### src/rtl/reg_dump.sv
// reg_dump: walks register indices FIRST_REG..LAST_REG through an external register file
// and streams each value out over a valid/ready handshake. Optional macro: REG_DUMP_CHECKSUM_EN.
`timescale 1ns/1ps
module reg_dump #(
  parameter int FIRST_REG = 0,
  parameter int LAST_REG  = 31
) (
  input  logic        clk,
  input  logic        rst,
  input  logic        start,
  output logic [4:0]  rd_addr,
  input  logic [31:0] rd_data,
  output logic        out_valid,
  input  logic        out_ready,
  output logic [31:0] out_data,
  output logic [5:0]  out_idx,
  output logic        out_last,
  output logic        busy,
  output logic        done
);

`ifdef REG_DUMP_CHECKSUM_EN
  typedef enum logic [2:0] {
    IDLE = 3'd0, READ = 3'd1, SEND = 3'd2, CSUM = 3'd3, FIN = 3'd4
  } state_t;
`else
  typedef enum logic [2:0] {
    IDLE = 3'd0, READ = 3'd1, SEND = 3'd2, FIN = 3'd4
  } state_t;
`endif

  localparam logic [4:0] FIRST_IDX = 5'(FIRST_REG);
  localparam logic [4:0] LAST_IDX  = 5'(LAST_REG);

  state_t      state_q, state_d;
  logic [4:0]  idx_q, idx_d;
  logic [4:0]  rd_addr_q, rd_addr_d;
  logic        out_valid_q, out_valid_d;
  logic [31:0] out_data_q, out_data_d;
  logic [5:0]  out_idx_q, out_idx_d;
  logic        out_last_q, out_last_d;
  logic        busy_q, busy_d;
  logic        done_q, done_d;
`ifdef REG_DUMP_CHECKSUM_EN
  logic [31:0] csum_q, csum_d;
`endif

  always_comb begin
    state_d     = state_q;
    idx_d       = idx_q;
    out_valid_d = out_valid_q;
    out_data_d  = out_data_q;
    out_idx_d   = out_idx_q;
    out_last_d  = out_last_q;
`ifdef REG_DUMP_CHECKSUM_EN
    csum_d      = csum_q;
`endif
    case (state_q)
      IDLE: begin
        if (start) begin
          idx_d   = FIRST_IDX;
          state_d = READ;
`ifdef REG_DUMP_CHECKSUM_EN
          csum_d  = 32'd0;
`endif
        end else begin
          state_d = IDLE;
        end
      end
      READ: begin
        out_data_d  = rd_data;
        out_idx_d   = {1'b0, idx_q};
        out_valid_d = 1'b1;
`ifdef REG_DUMP_CHECKSUM_EN
        out_last_d  = 1'b0;
        csum_d      = csum_q ^ rd_data;
`else
        out_last_d  = (idx_q == LAST_IDX);
`endif
        state_d     = SEND;
      end
      SEND: begin
        if (out_ready) begin
          out_valid_d = 1'b0;
          if (idx_q < LAST_IDX) begin
            idx_d   = idx_q + 5'd1;
            state_d = READ;
          end else begin
`ifdef REG_DUMP_CHECKSUM_EN
            // csum_q already folds in the last word, captured during its READ
            out_valid_d = 1'b1;
            out_data_d  = csum_q;
            out_idx_d   = 6'd32;
            out_last_d  = 1'b1;
            state_d     = CSUM;
`else
            state_d     = FIN;
`endif
          end
        end else begin
          state_d = SEND;
        end
      end
`ifdef REG_DUMP_CHECKSUM_EN
      CSUM: begin
        if (out_ready) begin
          out_valid_d = 1'b0;
          state_d     = FIN;
        end else begin
          state_d = CSUM;
        end
      end
`endif
      FIN:     state_d = IDLE;
      default: state_d = IDLE;
    endcase
    // Address follows the next index so it is already settled when READ begins
    rd_addr_d = idx_d;
    busy_d    = (state_d != IDLE);
    done_d    = (state_d == FIN);
  end

  always_ff @(posedge clk or posedge rst) begin
    if (rst) begin
      state_q     <= IDLE;
      idx_q       <= 5'd0;
      rd_addr_q   <= 5'd0;
      out_valid_q <= 1'b0;
      out_data_q  <= 32'd0;
      out_idx_q   <= 6'd0;
      out_last_q  <= 1'b0;
      busy_q      <= 1'b0;
      done_q      <= 1'b0;
`ifdef REG_DUMP_CHECKSUM_EN
      csum_q      <= 32'd0;
`endif
    end else begin
      state_q     <= state_d;
      idx_q       <= idx_d;
      rd_addr_q   <= rd_addr_d;
      out_valid_q <= out_valid_d;
      out_data_q  <= out_data_d;
      out_idx_q   <= out_idx_d;
      out_last_q  <= out_last_d;
      busy_q      <= busy_d;
      done_q      <= done_d;
`ifdef REG_DUMP_CHECKSUM_EN
      csum_q      <= csum_d;
`endif
    end
  end

  assign rd_addr   = rd_addr_q;
  assign out_valid = out_valid_q;
  assign out_data  = out_data_q;
  assign out_idx   = out_idx_q;
  assign out_last  = out_last_q;
  assign busy      = busy_q;
  assign done      = done_q;

endmodule
### config.mk
export PLATFORM = sky130hd
export DESIGN_NAME = reg_dump
export DESIGN_NICKNAME = d
export VERILOG_FILES = /design/src/rtl/reg_dump.sv
export SDC_FILE = /design/constraint.sdc
export NUM_CORES = 1
export LEC_CHECK = 0
export BUFFER_PORTS_ARGS = -buffer_cell sky130_fd_sc_hd__buf_4
export CORE_ASPECT_RATIO = 0.8
export CORE_MARGIN = 10
export CORE_UTILIZATION = 25
export CTS_CLUSTER_DIAMETER = 30
export DETAILED_ROUTE_END_ITERATION = 8
export SLEW_MARGIN = 20
export SYNTH_ARGS = -nofsm -noshare
export SYNTH_HDL_FRONTEND = slang
export SYNTH_SLANG_ARGS = --single-unit
### constraint.sdc
create_clock -name clk -period 1.8 [get_ports clk]
set_input_delay 0.27 -clock clk [delete_from_list [all_inputs] [get_ports clk]]
set_output_delay 0.27 -clock clk [all_outputs]
set_load 0.05 [all_outputs]
==> metrics.csv <==
metric,value,unit
outcome,finished clean,
Placer Congestion,0.714,
Nets,257,
post-synth net total,172,
Final WS setup,0.337,ns
Int Pwr,0.00301,W
endpoints failing setup,0,
chip height,99.3,um
Logic pwr share,57.2,%
port buffer count,81,
RR Endpoint,out_data[9],
Synth Warn #,0,
Clock Skew,0.00283,ns
I/O pins,83,
footprint of the multi-input gates,701,sq um
Worst VDD drop,0.000663,V
nature of the critical path endpoint,register,
"FF+latch count, synth",49,
PostCTS Resize Cnt,0,
clk sinks,49,
Max-cap violations,0,
CP arrival,1.65,ns
Final Max Slew Viols,0,
Fillers,748,
Post-DRT Antenna Nets,0,
largest net degree at the start of global routing,32,
Final period util,81.3,%
WL/cell,14.7,um
r2r setup slk,0.34,ns
"Primary FF master, synth",dfrtp_1,
H-Tree Depth,2,
Synth area leader,dfrtp_1,
Post-synth EDFFs,0,
Clock power frac,11.3,%
setup TNS,0,ns
die area,11800,sq um
Reg area,1230,sq um
worst hold path class,in -> reg,
via-per-instance ratio,4.14,
sequential-to-total area share from yosys stat,62.4,%
Initial Utilization,26.1,%
dpl hpwl,3600,um
Area Growth Syn to Fin,43.7,%
Clock Tree Buf Depth,2,
critical path startpoint category,register,
Place WS,0.337,ns
total gr overflow,0,
Reg power frac,31.5,%
share of cells above drive strength 1,57.3,%
FF-to-FF Start,state_q[2],
critical path class,reg -> reg,
# diodes,0,
initial DRC count,40,
hold path start,rd_data[21],
antenna violations before repair,0,
TritonRoute pass-1 iters,3,
Hold Path Depth,2,
worst path bufs/invs,1,
minimum clock period after layout,1.46,ns
crit-path cells,nor3b_4 -> buf_12 -> mux2_2,
Worst Hold End,out_data[21],
Routed WL,4790,um
TritonCTS Buffers,5,
clock root cell,clkbuf_8,
"top cells by area, synth","dfrtp_1 (62%), mux2_2 (17%), mux2_1 (4.6%)",
number of global-route vias before repair,1413,
PD cells,2060,nW/um^2
ys async rst share,100,%
max incr delay on CP,0.47,ns
Slowest cell on crit path,dfrtp_1,
Post-CTS Setup Inserts,0,
Cell Rows,28,
Pleak,1.35,nW
Mapped Area,1960,sq um
Yosys top cell area share,62.4,%
syn_area_per_cell,14.7,sq um
Top delay family on crit path,flip-flops,
routed vias,1345,
remaining routing DRC violations,0,
"commonest non-fill, non-tap cell in the layout",buf_4,
first-pass GRT wire length,7600,um
CTS tree,built,
Synth Instances,134,
"commonest cells after routing, fill and taps aside","buf_4 (82), dfrtp_1 (49), mux2_2 (30)",
"Reg clk slew, reported paths",0.09,ns
Tot GR Track Use,7.89,%
cells on worst reg2reg path,3,
Clock Latency Late Sink,0.30,ns
Worst Path Required,1.99,ns
final hold vios,0,
"critical path fanouts, max",31,
Core ar.,7530,sq um
Sw Ratio,48.2,%
f_max,0.684,GHz
RSZ-0062 raised after global routing,false,
Die Span X,119,um
sw power,0.00280,W
"Distinct cells, synth",30,
metal layers:
layer	track usage (%)	share of wire, %
met2	11.8	45
met4	1.41	0.38
met1	9.98	44
met3	4.12	9.9
met5	0	0
power groups by stage:
stage	Sequential, W	Combinational, W	Clock (W)
after floorplan	0.00333	0.000837	0
after global placement	0.00184	0.00337	0
after detailed placement	0.00185	0.00338	0
after CTS	0.00183	0.00338	0.000700
after global routing	0.00190	0.00351	0.000733
final	0.00183	0.00332	0.000657
worst max path at each step:
| stage | from | end | cells past startpoint |
|---|---|---|---|
| final | state_q[2] | out_data[9] | 3 |
| after CTS | state_q[0] | out_data[9] | 3 |
| after floorplan | rd_addr[0] | out_last | 4 |
| after detailed placement | state_q[2] | out_data[18] | 3 |
| after global routing | state_q[0] | out_data[3] | 3 |
| after global placement | state_q[0] | out_data[10] | 3 |
synthesized netlist by cell type (all sizes together) (2+ instances only):
master,instances
o31ai,2
xor2,2
a21oi,2
dfrtp,49
buf,6
and3,3
mux2,38
ha,2
o21bai,2
o22ai,3
inv,2
nand3,3
nand2,6
area by class of cell:
class,instances,share of cell area [%]
well taps,105,4.65
multi-input cells,76,24.8
clock inverters,3,0.798
inverters,2,0.266
repair buffers,85,23.6
clock buffers,5,2.44
flip-flops and latches,49,43.4
timing repair:
item,in CTS,in global routing
hold buffers,1,0
endpoints found under the setup margin,0,0
hold endpoints to repair,10,0
cell families after synthesis:
logic type / synth area share [%]
AO/OA/AOI/OAI: 3.95
AND/OR/NAND/NOR: 6.31
multiplexers: 22.3
flip-flops: 62.4
XOR/XNOR: 1.34
buffers and inverters: 2.23
other: 0.191
adder cells (fa/ha/maj): 1.27
through the flow:
step	total power [W]	instance area, sq um	cells	util (%)	hold slack (ns)
final	0.00581	2820	325	37.5	0.180
after CTS	0.00591	2820	325	37.5	0.169
after detailed placement	0.00523	2720	316	36.1	0.342
after global placement	0.00521	2720	316	36.1	0.337
after floorplan	0.00417	1960	134	-	0.405
after global routing	0.00614	2820	325	37.5	0.162
registers in the layout (all words and copies together) (netlist names):
register,count
busy,1
done,1
out_data,32
out_idx,5
out_last,1
out_valid,1
rd_addr,5
state_q,3
(Power assumes the default switching activity.)
